File: config.mk
export PLATFORM = sky130hd
export DESIGN_NAME = btb_nway_flat
export DESIGN_NICKNAME = d
export VERILOG_FILES = /design/src/rtl/btb_pkg.sv /design/src/rtl/btb_nway_if.sv /design/src/rtl/btb_victim_sel.sv /design/src/rtl/btb_nway.sv /design/src/flat_wrapper.sv
export SDC_FILE = /design/constraint.sdc
export NUM_CORES = 1
export LEC_CHECK = 0
export BUFFER_PORTS_ARGS = -buffer_cell sky130_fd_sc_hd__clkbuf_2
export CORE_MARGIN = 2
export CORE_UTILIZATION = 55
export CTS_CLUSTER_SIZE = 24
export DETAILED_ROUTE_END_ITERATION = 8
export GPL_TIMING_DRIVEN = 0
export HOLD_SLACK_MARGIN = 0.03
export PLACE_DENSITY = 0.76
export SKIP_LAST_GASP = 1
export SLEW_MARGIN = 25
export SYNTH_ARGS = -nofsm -noshare
export SYNTH_HDL_FRONTEND = slang
export SYNTH_SLANG_ARGS = --single-unit
export TNS_END_PERCENT = 10
File: constraint.sdc
create_clock -name clk -period 3.86 [get_ports clk]
set_input_delay 0.386 -clock clk [delete_from_list [all_inputs] [get_ports clk]]
set_output_delay 0.386 -clock clk [all_outputs]
set_load 0.01 [all_outputs]
File: src/rtl/btb_pkg.sv
// Shared types and the tag-folding helper for the set-associative branch target buffer.
package btb_pkg;

  localparam int PC_W = 32;

  typedef enum logic [2:0] {
    NONE     = 3'd0,
    COND     = 3'd1,
    JUMP     = 3'd2,
    CALL     = 3'd3,
    RET      = 3'd4,
    INDIRECT = 3'd5
  } ins_type_t;

  typedef enum logic {
    IDLE  = 1'b0,
    FLUSH = 1'b1
  } btb_state_t;

  // XOR of taglen-bit chunks of pc[31:idxw+2], LSB chunk first; the top chunk is zero-padded.
  function automatic logic [PC_W-1:0] fold_tag(input logic [PC_W-1:0] pc,
                                              input int idxw,
                                              input int taglen);
    logic [PC_W-1:0] tag;
    tag = '0;
    for (int b = 0; b < PC_W; b++) begin
      if (b >= idxw + 2) begin
        tag[5'((b - idxw - 2) % taglen)] = tag[5'((b - idxw - 2) % taglen)] ^ pc[5'(b)];
      end
    end
    return tag;
  endfunction

endpackage

File: src/rtl/btb_nway_if.sv
// Fetch-lookup, branch-resolution update and flush signals of the BTB, bundled for one connection.
interface btb_nway_if #(
  parameter int NPORT = 2
);
  logic [NPORT-1:0]    lookup_valid;
  logic [NPORT*32-1:0] lookup_pc;
  logic                lookup_stall;
  logic [NPORT-1:0]    resp_hit;
  logic [NPORT*32-1:0] resp_target;
  logic [NPORT*3-1:0]  resp_type;
  logic                upd_valid;
  logic                upd_kill;
  logic [31:0]         upd_pc;
  logic [31:0]         upd_target;
  logic [2:0]          upd_type;
  logic                flush_req;
  logic                ready;

  modport master (
    output lookup_valid, lookup_pc, lookup_stall,
    output upd_valid, upd_kill, upd_pc, upd_target, upd_type, flush_req,
    input  resp_hit, resp_target, resp_type, ready
  );

  modport slave (
    input  lookup_valid, lookup_pc, lookup_stall,
    input  upd_valid, upd_kill, upd_pc, upd_target, upd_type, flush_req,
    output resp_hit, resp_target, resp_type, ready
  );
endinterface

File: src/rtl/btb_victim_sel.sv
// Victim way choice for one set: lowest invalid way, otherwise the round-robin pointer.
module btb_victim_sel #(
  parameter int NWAYS = 2,
  parameter int WAYW  = 1
) (
  input  logic [NWAYS-1:0] valid,
  input  logic [WAYW-1:0]  rr,
  output logic [WAYW-1:0]  victim,
  output logic             rr_advance
);

  always_comb begin
    victim     = rr;
    rr_advance = &valid;
    // Descending scan so the lowest invalid way is the last one to win.
    for (int w = NWAYS - 1; w >= 0; w--) begin
      if (!valid[WAYW'(w)]) begin
        victim = WAYW'(w);
      end
    end
  end

endmodule

File: src/rtl/btb_nway.sv
// N-way set-associative BTB: registered multi-lane lookup, update/kill with bypass, flush sweep.
module btb_nway
  import btb_pkg::*;
#(
  parameter int NSETS  = 16,
  parameter int NWAYS  = 2,
  parameter int TAGLEN = 6,
  parameter int NPORT  = 2
) (
  input logic       clk,
  input logic       resetn,
  btb_nway_if.slave bus
);

  localparam int IDXW = $clog2(NSETS);
  localparam int WAYW = (NWAYS > 1) ? $clog2(NWAYS) : 1;

  logic [NWAYS-1:0]  valid_reg  [NSETS];
  logic [WAYW-1:0]   rr_reg     [NSETS];
  logic [TAGLEN-1:0] tag_mem    [NSETS][NWAYS];
  logic [31:0]       target_mem [NSETS][NWAYS];
  logic [2:0]        type_mem   [NSETS][NWAYS];

  btb_state_t        state_reg, state_next;
  logic [IDXW-1:0]   cnt_reg, cnt_next;
  logic              ready;

  logic [NPORT-1:0]    resp_hit_reg;
  logic [NPORT*32-1:0] resp_target_reg;
  logic [NPORT*3-1:0]  resp_type_reg;

  logic [NPORT-1:0]    lane_hit;
  logic [NPORT*32-1:0] lane_target;
  logic [NPORT*3-1:0]  lane_type;

  logic [IDXW-1:0]   upd_idx;
  logic [TAGLEN-1:0] upd_tag;
  logic [NWAYS-1:0]  upd_hit_vec;
  logic              upd_hit;
  logic [WAYW-1:0]   upd_hit_way;
  logic [WAYW-1:0]   victim_way;
  logic              rr_advance;
  logic [WAYW-1:0]   upd_way;
  logic [WAYW-1:0]   rr_inc;
  logic              upd_apply;
  logic              upd_write;
  logic              upd_clear;
  logic              rr_bump;

  assign ready = (state_reg == IDLE);

  assign upd_idx = bus.upd_pc[IDXW+1:2];
  assign upd_tag = TAGLEN'(fold_tag(bus.upd_pc, IDXW, TAGLEN));

  for (genvar gi = 0; gi < NWAYS; gi++) begin : g_upd_hit
    assign upd_hit_vec[gi] = valid_reg[upd_idx][gi] && (tag_mem[upd_idx][gi] == upd_tag);
  end

  assign upd_hit = |upd_hit_vec;

  always_comb begin
    upd_hit_way = '0;
    for (int w = 0; w < NWAYS; w++) begin
      if (upd_hit_vec[WAYW'(w)]) begin
        upd_hit_way = WAYW'(w);
      end
    end
  end

  btb_victim_sel #(
    .NWAYS (NWAYS),
    .WAYW  (WAYW)
  ) u_victim (
    .valid      (valid_reg[upd_idx]),
    .rr         (rr_reg[upd_idx]),
    .victim     (victim_way),
    .rr_advance (rr_advance)
  );

  // A flush request in the same idle cycle takes priority and drops the update.
  assign upd_apply = bus.upd_valid && ready && !bus.flush_req;
  assign upd_write = upd_apply && !bus.upd_kill;
  assign upd_clear = upd_apply && bus.upd_kill && upd_hit;
  assign upd_way   = upd_hit ? upd_hit_way : victim_way;
  assign rr_bump   = upd_write && !upd_hit && rr_advance;
  assign rr_inc    = (NWAYS == 1) ? '0 : rr_reg[upd_idx] + 1'b1;

  always_comb begin
    state_next = state_reg;
    cnt_next   = cnt_reg;
    unique case (state_reg)
      IDLE: begin
        if (bus.flush_req) begin
          state_next = FLUSH;
          cnt_next   = '0;
        end
      end
      FLUSH: begin
        cnt_next = cnt_reg + 1'b1;
        if (cnt_reg == IDXW'(NSETS - 1)) begin
          state_next = IDLE;
        end
      end
      default: state_next = IDLE;
    endcase
  end

  always_ff @(posedge clk) begin
    if (!resetn) begin
      state_reg <= IDLE;
      cnt_reg   <= '0;
      valid_reg <= '{default: '0};
      rr_reg    <= '{default: '0};
    end else begin
      state_reg <= state_next;
      cnt_reg   <= cnt_next;
      if (state_reg == FLUSH) begin
        valid_reg[cnt_reg] <= '0;
      end else if (upd_write) begin
        valid_reg[upd_idx][upd_way] <= 1'b1;
      end else if (upd_clear) begin
        valid_reg[upd_idx][upd_way] <= 1'b0;
      end
      if (rr_bump) begin
        rr_reg[upd_idx] <= rr_inc;
      end
    end
  end

  always_ff @(posedge clk) begin
    if (resetn && upd_write) begin
      tag_mem[upd_idx][upd_way]    <= upd_tag;
      target_mem[upd_idx][upd_way] <= bus.upd_target;
      type_mem[upd_idx][upd_way]   <= bus.upd_type;
    end
  end

  // Each lane reads the array as it will look after this cycle's update (bypass).
  for (genvar gi = 0; gi < NPORT; gi++) begin : g_lane
    logic [31:0]       pc;
    logic [IDXW-1:0]   idx;
    logic [TAGLEN-1:0] tag;
    logic              slot;
    logic              match;
    logic [31:0]       tgt;
    logic [2:0]        typ;

    assign pc  = bus.lookup_pc[32*gi +: 32];
    assign idx = pc[IDXW+1:2];
    assign tag = TAGLEN'(fold_tag(pc, IDXW, TAGLEN));

    always_comb begin
      slot  = 1'b0;
      match = 1'b0;
      tgt   = '0;
      typ   = NONE;
      for (int w = 0; w < NWAYS; w++) begin
        slot = (upd_write || upd_clear) && (upd_idx == idx) && (upd_way == WAYW'(w));
        if (slot && upd_write) begin
          if (upd_tag == tag) begin
            match = 1'b1;
            tgt   = bus.upd_target;
            typ   = bus.upd_type;
          end
        end else if (!slot && valid_reg[idx][WAYW'(w)] && (tag_mem[idx][WAYW'(w)] == tag)) begin
          match = 1'b1;
          tgt   = target_mem[idx][WAYW'(w)];
          typ   = type_mem[idx][WAYW'(w)];
        end
      end
      if (!(bus.lookup_valid[gi] && ready)) begin
        match = 1'b0;
        tgt   = '0;
        typ   = NONE;
      end
    end

    assign lane_hit[gi]            = match;
    assign lane_target[32*gi +: 32] = tgt;
    assign lane_type[3*gi +: 3]     = typ;
  end

  always_ff @(posedge clk) begin
    if (!resetn) begin
      resp_hit_reg    <= '0;
      resp_target_reg <= '0;
      resp_type_reg   <= '0;
    end else if (!bus.lookup_stall) begin
      resp_hit_reg    <= lane_hit;
      resp_target_reg <= lane_target;
      resp_type_reg   <= lane_type;
    end
  end

  assign bus.resp_hit    = resp_hit_reg;
  assign bus.resp_target = resp_target_reg;
  assign bus.resp_type   = resp_type_reg;
  assign bus.ready       = ready;

endmodule

File: src/flat_wrapper.sv
// flat-port wrapper written by rule: the top's interface ports become plain ports
module btb_nway_flat import btb_pkg::*;
#(
  parameter int NSETS  = 16,
  parameter int NWAYS  = 2,
  parameter int TAGLEN = 6,
  parameter int NPORT  = 2
)
  (clk, resetn, bus_lookup_valid, bus_lookup_pc, bus_lookup_stall, bus_upd_valid, bus_upd_kill, bus_upd_pc, bus_upd_target, bus_upd_type, bus_flush_req, bus_resp_hit, bus_resp_target, bus_resp_type, bus_ready);
  btb_nway_if #(.NPORT(NPORT)) bus_i ();
  input logic clk;
  input logic resetn;
  input wire logic [$bits(bus_i.lookup_valid)-1:0] bus_lookup_valid;
  input wire logic [$bits(bus_i.lookup_pc)-1:0] bus_lookup_pc;
  input wire logic [$bits(bus_i.lookup_stall)-1:0] bus_lookup_stall;
  input wire logic [$bits(bus_i.upd_valid)-1:0] bus_upd_valid;
  input wire logic [$bits(bus_i.upd_kill)-1:0] bus_upd_kill;
  input wire logic [$bits(bus_i.upd_pc)-1:0] bus_upd_pc;
  input wire logic [$bits(bus_i.upd_target)-1:0] bus_upd_target;
  input wire logic [$bits(bus_i.upd_type)-1:0] bus_upd_type;
  input wire logic [$bits(bus_i.flush_req)-1:0] bus_flush_req;
  output wire logic [$bits(bus_i.resp_hit)-1:0] bus_resp_hit;
  output wire logic [$bits(bus_i.resp_target)-1:0] bus_resp_target;
  output wire logic [$bits(bus_i.resp_type)-1:0] bus_resp_type;
  output wire logic [$bits(bus_i.ready)-1:0] bus_ready;
  assign bus_i.lookup_valid = bus_lookup_valid;
  assign bus_i.lookup_pc = bus_lookup_pc;
  assign bus_i.lookup_stall = bus_lookup_stall;
  assign bus_i.upd_valid = bus_upd_valid;
  assign bus_i.upd_kill = bus_upd_kill;
  assign bus_i.upd_pc = bus_upd_pc;
  assign bus_i.upd_target = bus_upd_target;
  assign bus_i.upd_type = bus_upd_type;
  assign bus_i.flush_req = bus_flush_req;
  assign bus_resp_hit = bus_i.resp_hit;
  assign bus_resp_target = bus_i.resp_target;
  assign bus_resp_type = bus_i.resp_type;
  assign bus_ready = bus_i.ready;
  btb_nway #(.NSETS(NSETS), .NWAYS(NWAYS), .TAGLEN(TAGLEN), .NPORT(NPORT)) u_core (.clk(clk), .resetn(resetn), .bus(bus_i));
endmodule
# == Word-level counts from Yosys, hierarchy flattened ==
# Memories as Yosys holds them, arrays and structs flattened.
# Index checks and enable logic that the tools add are counted.
# op_classes
reduce_logical,43
n_lt_le_gt_ge,10
muxes,62
eq_ne,4
n_addsub,2
bitwise_logic,12
# ops
operator,n
32-bit two-way mux,12
32-bit AND,2
64-bit two-way mux,1
32-bit inverter,2
32-bit demux with 1-bit select,1
32-bit OR,1
1-bit logical AND,30
3-bit two-way mux,9
2-bit binary-select mux with 4-bit select,3
6-bit zero test (first input constant),4
1-bit two-way mux,21
5-bit >= comparator (second input constant),4
4-bit inverter with 5-bit output,4
16-bit bitwise mux,1
2-bit demux with 4-bit select,2
5-bit by 1-bit less-than comparator with 1-bit output (second input constant),2
4-bit equality test,2
2-bit two-way mux,4
4-bit one-hot mux with 2 select lines,1
6-bit two-way mux,1
1-bit zero test,5
4-bit by 1-bit adder with 4-bit output (second input constant),1
1-bit binary-select mux with 4-bit select,1
1-bit demux with 4-bit select,1
other kinds (17),18
# totals
mem_count,2
inputBits,139
output_inout_bits,73
register_bits,125
word_cells,172
mem_bits_rw,1120
# mem_list
name,words,word_bits,rd,rd_clocked_by_memory_dff,wr,line,text
u_core.target_mem,16,64,2,0,1,btb_nway.sv:21,logic [31:0] target_mem [NSETS][NWAYS];
u_core.type_mem,16,6,2,0,1,btb_nway.sv:22,logic [2:0] type_mem [NSETS][NWAYS];

# == Longest topological paths before layout ==
# Gate-level depths: netlist of the first run.
# logic_depth
word_depth,18
mapped_depth,11
ltp_nobuf,8

# == By module ==
# A second synthesis of the first run with hierarchy kept.
# hier_totals
hier_cells,1878
hier_area_um2,32014.5
# modules_own_cells
mod,cells_per_inst,instances,area_each_um2,seq_area_each_um2
btb_nway,1876,1,32001.9,19318.5
btb_victim_sel,2,1,12.5,0.0

# == Least setup slack after synthesis of the first run ==
# Ideal clock, no wire load.
# synth_timing
path_kind,input -> register
from,input bus_upd_pc[2]
to,memory u_core.target_mem[11][32] in the netlist's numbering (enable)
n_path_buf,5
t_arrival_ns,3.608
t_required_ns,3.433
stages,11
slack_ns,-0.175
setup_time_ns,0.427
cell_sequence,buf_6 -> buf_8 -> mux4_2 -> a22o_1 -> nor2_4 -> or2_1 -> buf_6 -> buf_12 -> nand3_4 -> buf_6 -> nor2_1
# synth_via
elab_chain_cells,12
word_cells_on_any_way,16
classes_between,order compare: 2; mux: 11; bitwise: 2; reduce/logical: 1
# synth_lines
element,line,text
"start, declared",flat_wrapper.sv:18,input wire logic [$bits(bus_i.upd_pc)-1:0] bus_upd_pc;
4-bit inverter with 5-bit output (not written as such),"btb_nway.sv:74, btb_nway.sv:75",
1-bit binary-select mux with 4-bit select or 2-bit binary-select mux with 4-bit select (tied branches),"btb_nway.sv:75, btb_nway.sv:74",
1-bit two-way mux (not written as such) or 2-bit two-way mux (tied branches) (2 in a row),--,
1-bit two-way mux,btb_victim_sel.sv:17,if (!valid[WAYW'(w)]) begin
1-bit two-way mux,btb_nway.sv:84,assign upd_way = upd_hit ? upd_hit_way : victim_way;
1-bit inverter with 2-bit output,--,
2-bit >= comparator or 2-bit by 1-bit less-than comparator with 1-bit output (tied branches),--,
1-bit logical AND,--,
32-bit two-way mux (not written as such),btb_nway.sv:133,target_mem[upd_idx][upd_way] <= bus.upd_target;
32-bit demux with 1-bit select,btb_nway.sv:133,
64-bit two-way mux (not written as such),btb_nway.sv:133,
"end, declared",btb_nway.sv:21,
# Parallel ways exist; a longest one is shown, timed or not. The select of a mux whose other input is x is not followed.

# == Worst setup path after layout of the first run ==
# layout_timing
from,register u_core.state_reg
to,"register u_core.resp_target_reg[39], in the netlist u_core.bus.resp_target[39]"
# layout_via
elab_chain_cells,15
word_cells_on_any_way,20
classes_between,mux: 4; bitwise: 1; reduce/logical: 15
# layout_lines
element,line,text
"start, declared",btb_nway.sv:24,"btb_state_t state_reg, state_next;"
"start signal, assigned",btb_nway.sv:115,state_reg <= state_next;
1-bit inverter (*),btb_nway.sv:50,assign ready = (state_reg == IDLE);
1-bit logical AND (2 in a row),btb_nway.sv:81,assign upd_apply = bus.upd_valid && ready && !bus.flush_req;
1-bit logical AND (2 in a row),btb_nway.sv:83,assign upd_clear = upd_apply && bus.upd_kill && upd_hit;
1-bit logical OR,btb_nway.sv:158,slot = (upd_write || upd_clear) && (upd_idx == idx) && (upd_way == WAYW'(w));
1-bit logical AND (2 in a row),btb_nway.sv:158,
1-bit zero test,btb_nway.sv:165,end else if (!slot && valid_reg[idx][WAYW'(w)] && (tag_mem[idx][WAYW'(w)] == tag)) begin
1-bit logical AND (2 in a row),btb_nway.sv:165,
32-bit two-way mux,btb_nway.sv:165,
32-bit two-way mux (2 in a row),btb_nway.sv:159,if (slot && upd_write) begin
32-bit two-way mux (*),btb_nway.sv:171,if (!(bus.lookup_valid[gi] && ready)) begin
"end signal, assigned",btb_nway.sv:190,resp_target_reg <= lane_target;
"end, declared",btb_nway.sv:29,logic [NPORT*32-1:0] resp_target_reg;
# Mark *: on every way between the ends. The rest lies on a longest branch, timed or not.
# A chain may end at the register's enable or synchronous reset.

==> key figures, run 1 <==
Critical path
  • Crit. End Element: flop
  • Worst Path Required: approximately 4.4 ns
  • Crit Path Max Fanout: 10
  • Setup Crit Path Kind: flop to flop
  • Worst Path Arrival: roughly 4.3 ns
  • Startpoint types: flop

Clocking
  • Clk slew on worst S/H paths: roughly 0.060 ns
  • Clock Path Buffers: 3
  • CTS sink cnt: ~690
  • CTS buffer count: 73
  • Post-CTS Setup Inserts: 0
  • Cts hold-fix bufs: 0
  • Clk_lat worst skew: about 0.63 ns
  • CTS H-tree lvls: 3
  • CTS resizes: 1
  • CTS root buf: clkbuf_16
  • CTS tree: built

Power and ir drop
  • Max VDD drop: approximately 0.34 mV
  • PnR Total Power: ~16000 uW
  • Power per standard cell area: approximately 450 nW/um^2
  • Logic pwr share: 0.072
  • Sequential Power Share: 0.494
  • Leak: between 0.01 and 0.015 uW
  • Clock group share of total power: 0.435
  • P_sw: 3670 uW
  • Int Pwr: ~13000 uW
  • Sw Ratio: 0.227

Timing
  • Tightest Pin Transition: ~1.1 ns
  • Final period util: 0.960
  • Max-slew violations: 0
  • Slew HR: 0.243
  • Finish-stage setup viols: 0
  • Final hold vios: 0
  • Fmax: approximately 270 MHz
  • Final min period: between 3 and 4 ns
  • RSZ-0062 raised after global routing: no
  • Max Clock Skew: about 0.029 ns

Logic synthesis
  • Post-synth cell types: slightly below 60
  • Avg Inst Size Synth: 17.4 sq um
  • Most used DFF post-synth: edfxtp_1
  • Post-synth ARST share: 0
  • Syn_nets: a little under 2k
  • Sequential fraction of the synthesis area: 0.606
  • YS warnings: 0
  • Post-Synthesis Cells: 1833
  • Post-synth EDFFs: 560
  • Flops & latches, synth: between 600 and 700
  • Mapped Area: 31900 sq um

Placed design
  • PortBufs: between 100 and 150
  • GPL Wtd Cong: between 0.8 and 0.9
  • Post-DP HPWL: 63400 microns

Final layout
  • Fillcell total: about 4k
  • Layout net count: about 2.2k
  • Share of post-route cells with drive strength above 1: 0.339
  • Layout Utilization: 0.633
  • Commonest non-fill, non-tap cells in the layout: 560 x edfxtp_1, 300 x mux4_2, 126 x clkbuf_1
  • Area Overhead vs Synth: 14.0%
  • Antenna cells: 0
  • Leading cell type in the layout, fill and taps excluded: edfxtp_1
  • Max reg flops: between 500 and 600

Routing
  • Routed WL per cell: 33.7 microns
  • Number of remaining DRC errors: 0
  • Antenna-violating nets left: 0
  • Vias: ~21k
  • Total wire length: ~97000 microns
  • Routed vias/inst: a little over 7
  • Number of iterations in the first detailed-routing pass: 5
  • Number of DRC markers after the initial detailed-route iteration: about 2.9k

Job
  • Total of max-cap violations: 0

Floorplanning
  • Die area: approximately 60000 sq um
  • Die H: about 240 microns
  • Core area: 57500 sq um
  • Io pins: about 210
  • Initial Util: 0.555
  • Die W: 245 microns
  • Site Rows: 88

Worst hold path
  • Worst min-delay path class: input pin to flop

Global route
  • Gr usage total: 0.326
  • Pin count of the biggest net entering global routing: 36
  • Vias in the first global route: about 22k
  • Initial antenna violation count: 3
  • Overflow after GRT: 0
  • Global-route wire length before repair: about 140000 microns

Run status
  • Status: completed
-- power groups by stage --
stage | clock network [uW] | logic [uW] | registers (uW)
finish | 7040 | 1160 | 8000
global route | 7310 | 1210 | 8000
CTS | 7030 | 1140 | 8000
detailed placement | 0 | 1120 | 8160
global placement | 0 | 1090 | 8160
floorplan | 0 | 707 | 8160
-- critical path: stages (launching register included) --
cell,delay [ns]
dfxtp_1,0.29
clkbuf_1,0.21
nor4b_2,0.73
nand2_1,0.22
o21ai_1,0.77
clkbuf_1,0.63
o22ai_1,0.21
nor3_1,0.36
a22o_1,0.22
-- final cells by class --
class	count	area [sq um]	area share
Sequential cell	685	19300	0.531
Multi-Input combinational cell	973	11800	0.326
Clock buffer	99	2020	0.0555
Timing Repair Buffer	145	1050	0.0288
Tap cell	765	957	0.0263
Buffer	166	802	0.0221
Clock inverter	34	334	0.00919
Inverter	9	33.8	0.000929
-- synthesized netlist by cell type, drive strengths merged, types with 2 or more instances --
library cell | number | share of area
edfxtp | 560 | 0.53
mux4 | 300 | 0.21
dfxtp | 125 | 0.078
clkbuf | 109 | 0.013
nor3 | 86 | 0.015
a22o | 76 | 0.021
nor2b | 74 | 0.015
o22ai | 71 | 0.014
mux2 | 70 | 0.025
a2111oi | 68 | 0.019
buf | 57 | 0.012
nand2 | 28 | 0.0033
and2 | 27 | 0.0053
nor2 | 21 | 0.0028
o211ai | 19 | 0.0048
a21o | 13 | 0.0031
nand3 | 13 | 0.0026
a21oi | 12 | 0.0019
a32o | 12 | 0.0038
mux2i | 10 | 0.0031
a31oi | 9 | 0.0018
o21ai | 9 | 0.0014
inv | 8 | 0.00094
xnor2 | 8 | 0.0022
nand2b | 6 | 0.0012
nand4 | 6 | 0.0021
or2 | 6 | 0.0012
ha | 4 | 0.0016
and3 | 3 | 0.00059
o31a | 3 | 0.00082
a32oi | 2 | 0.00055
nand3b | 2 | 0.00047
o21a | 2 | 0.00047
o311a | 2 | 0.00063
o311ai | 2 | 0.00055
-- stage by stage --
stage	setup TNS, ns	cell area (sq um)	instances	hold slack (ns)	setup WS, ns
finish	0	36400	2876	0.153	0.155
global route	0	36400	2876	0.196	0.0302
CTS	0	36300	2876	0.137	0.0535
detailed placement	-0.651	34000	2743	0.441	-0.104
global placement	-832.04	33400	2715	0.436	-2.27
floorplan	-39.83	31900	1833	0.424	-0.175
-- routing by layer --
layer	routed length [microns]	global-route usage	up-vias
met5	38	0	-
met2	46200	0.514	1619
met3	11700	0.0838	334
met4	4980	0.167	6
li1	-	-	8234
met1	34100	0.424	10701
-- worst paths after layout --
kind                            startpoint                                 endpoint  slack (ns)  cells after the start
max            u_core.state_reg$_SDFF_PN0_  u_core.bus.resp_target[39]$_SDFFE_PN0N_        0.15                      8
min                          bus_flush_req              u_core.state_reg$_SDFF_PN0_        0.15                      3
max reg2reg    u_core.state_reg$_SDFF_PN0_  u_core.bus.resp_target[39]$_SDFFE_PN0N_        0.15                      8
min reg2reg  u_core.rr_reg[1]$_SDFFE_PN0P_            u_core.rr_reg[1]$_SDFFE_PN0P_        0.45                      1
-- cells by family (layout without fill, tap and decap cells) --
logic type | after synthesis | after routing | share of synthesized area
adder cells (fa/ha/maj) | 4 | 4 | 0.00157
buffers and inverters | 175 | 453 | 0.0261
flip-flops | 685 | 685 | 0.606
AND/OR/NAND/NOR | 276 | 276 | 0.0497
multiplexers | 380 | 380 | 0.240
AO/OA/AOI/OAI | 305 | 305 | 0.0752
XOR/XNOR | 8 | 8 | 0.00220
Power figures use the tool's default switching activity.
==> run 2, diff against run 1 <==
--- a/config.mk
+++ b/config.mk
@@ -6,11 +6,11 @@
 export NUM_CORES = 1
 export LEC_CHECK = 0
 export BUFFER_PORTS_ARGS = -buffer_cell sky130_fd_sc_hd__clkbuf_2
-export CORE_MARGIN = 2
+export CORE_MARGIN = 1.5
 export CORE_UTILIZATION = 55
 export CTS_CLUSTER_SIZE = 24
 export DETAILED_ROUTE_END_ITERATION = 8
-export GPL_TIMING_DRIVEN = 0
+export GPL_TIMING_DRIVEN = 1
 export HOLD_SLACK_MARGIN = 0.03
 export PLACE_DENSITY = 0.76
 export SKIP_LAST_GASP = 1
==> run 2 against run 1 <==
  * Sequential share of layout area up 0.23 points
  * Hold slack better by 0.028 ns
  * Fmax is 23% higher
  * Via count shrank 5.5%
  * Clock power barely moved
  * Final cell count fell by 3.6%
==> key figures, run 2 (synthesis results as in run 1) <==
Run status
  • Status: completed

Final layout
  • Share of post-route cells with drive strength above 1: 0.361
  • Antenna cells: 0
  • Commonest non-fill, non-tap cells in the layout: 560 x edfxtp_1, 300 x mux4_2, 125 x dfxtp_1
  • Max reg flops: a little over 500
  • Layout net count: 2097
  • Area Overhead vs Synth: 13.5%
  • Leading cell type in the layout, fill and taps excluded: edfxtp_1

Floorplanning
  • Io pins: about 210
  • Core area: roughly 57000 sq um
  • Die H: ~240 microns
  • Die W: around 240 microns
  • Initial Util: 0.555
  • Die area: 59500 sq um
  • Site Rows: just under 90

Clocking
  • Clk_lat worst skew: about 0.62 ns
  • CTS tree: built
  • Clock Path Buffers: 3
  • Clk slew on worst S/H paths: around 0.060 ns
  • CTS root buf: clkbuf_16
  • CTS sink cnt: 685
  • Post-CTS Setup Inserts: 0
  • CTS buffer count: 70
  • CTS resizes: 0
  • Cts hold-fix bufs: 0
  • CTS H-tree lvls: 3

Routing
  • Antenna-violating nets left: 0
  • Number of iterations in the first detailed-routing pass: 6
  • Number of remaining DRC errors: 0
  • Vias: 19.7k
  • Number of DRC markers after the initial detailed-route iteration: 2480
  • Total wire length: between 80000 and 90000 microns
  • Routed WL per cell: 31.1 microns
  • Routed vias/inst: 7.12

Critical path
  • Crit Path Max Fanout: 20
  • Crit. End Element: flop
  • Setup Crit Path Kind: input pin to flop
  • Worst Path Arrival: approximately 3.3 ns
  • Slowest CP cell: mux4_2
  • R2R setup slack: between 0.8 and 0.9 ns
  • CP cell instances: clkbuf_2 > mux4_2 > a22o_1 > nor2_2 > or2_1 > nand3_4 > nor3_4 > buf_4
  • CP peak stage delay: slightly below 0.6 ns
  • Worst-case reg-to-reg path depth: 7
  • Worst Path Required: 4.11 ns
  • Startpoint types: input pin
  • R2R Path End: u_core.target_mem[7][40]$_DFFE_PP_

Global route
  • Initial antenna violation count: 7
  • Global-route wire length before repair: ~130000 microns
  • Gr usage total: 0.293
  • Pin count of the biggest net entering global routing: between 100 and 150
  • Vias in the first global route: between 20k and 25k
  • Overflow after GRT: 0

Worst hold path
  • Worst min-delay path class: input pin to flop
  • WHS Path Cells: 4
  • WHS Endpoint: u_core.cnt_reg[1]$_SDFFE_PN0P_
  • Worst hold start: bus_flush_req

Timing
  • Max Clock Skew: 0.0247 ns
  • Final period util: 0.783
  • Finish-stage setup viols: 0
  • Hold WS: between 0.15 and 0.2 ns
  • Final min period: slightly above 3 ns
  • Final hold vios: 0
  • Slew HR: 0.324
  • Tightest Pin Transition: 1.01 ns
  • RSZ-0062 raised after global routing: no
  • Setup WS post-layout: approximately 0.84 ns
  • Fmax: around 330 MHz
  • Max-slew violations: 0

Power and ir drop
  • PnR Total Power: ~16000 uW
  • Power per standard cell area: 446 nW/um^2
  • Max VDD drop: between 0.4 and 0.5 mV
  • Leak: about 0.012 uW

Placed design
  • Post-DP HPWL: between 40000 and 50000 microns
  • PortBufs: 127
  • GPL Wtd Cong: approximately 0.86
  • Post-place setup slack: 0.246 ns

Job
  • Total of max-cap violations: 0
run 2: worst max path at each step:
stage	end	cells after the start	from	slack, ns
floorplan	u_core.target_mem[11][32]$_DFFE_PP_	11	bus_upd_pc[2]	-0.17
global placement	u_core.target_mem[7][49]$_DFFE_PP_	8	bus_upd_pc[2]	0.32
detailed placement	u_core.target_mem[7][36]$_DFFE_PP_	8	bus_upd_pc[2]	0.25
CTS	u_core.target_mem[9][48]$_DFFE_PP_	8	bus_upd_pc[2]	0.89
global route	u_core.target_mem[7][41]$_DFFE_PP_	8	bus_upd_pc[2]	0.66
finish	u_core.target_mem[7][40]$_DFFE_PP_	8	bus_upd_pc[2]	0.84
run 2: final cells by class:
cell class | count | area, sq um
fill | 3958 | 21300
sequential | 685 | 19300
multi-input combinational | 973 | 11900
clock buffer | 84 | 1840
timing repair buffer | 215 | 1620
tap | 765 | 957
clock inverter | 42 | 544
inverter | 9 | 33.8
run 2: power breakdown:
part | total (uW) | switching (uW) | internal (uW)
clock | 7070 | 2860 | 4210
sequential | 8000 | 8.55 | 7990
combinational | 1080 | 618 | 464
run 2: critical path, delay by kind of cell:
family                 cells  cell delay [ns]
and+or+nand+nor            4             1.15
muxes                      1             0.58
AOI/OAI and AO/OA          1             0.23
buffers and inverters      2             0.89
run 2: per-layer routing:
layer  share of wire  track usage
met2            0.49        0.469
met4           0.040        0.133
met3            0.10       0.0673
met5          0.0010            0
met1            0.37        0.384
run 2: through the flow:
stage	TNS, ns	instances	area [sq um]	util
after floorplan	-39.83	1833	31900	-
final	0	2773	36200	0.630
after global placement	0	2647	33800	0.588
after global routing	0	2773	36200	0.630
after CTS	0	2773	36200	0.630
after detailed placement	0	2647	33800	0.588
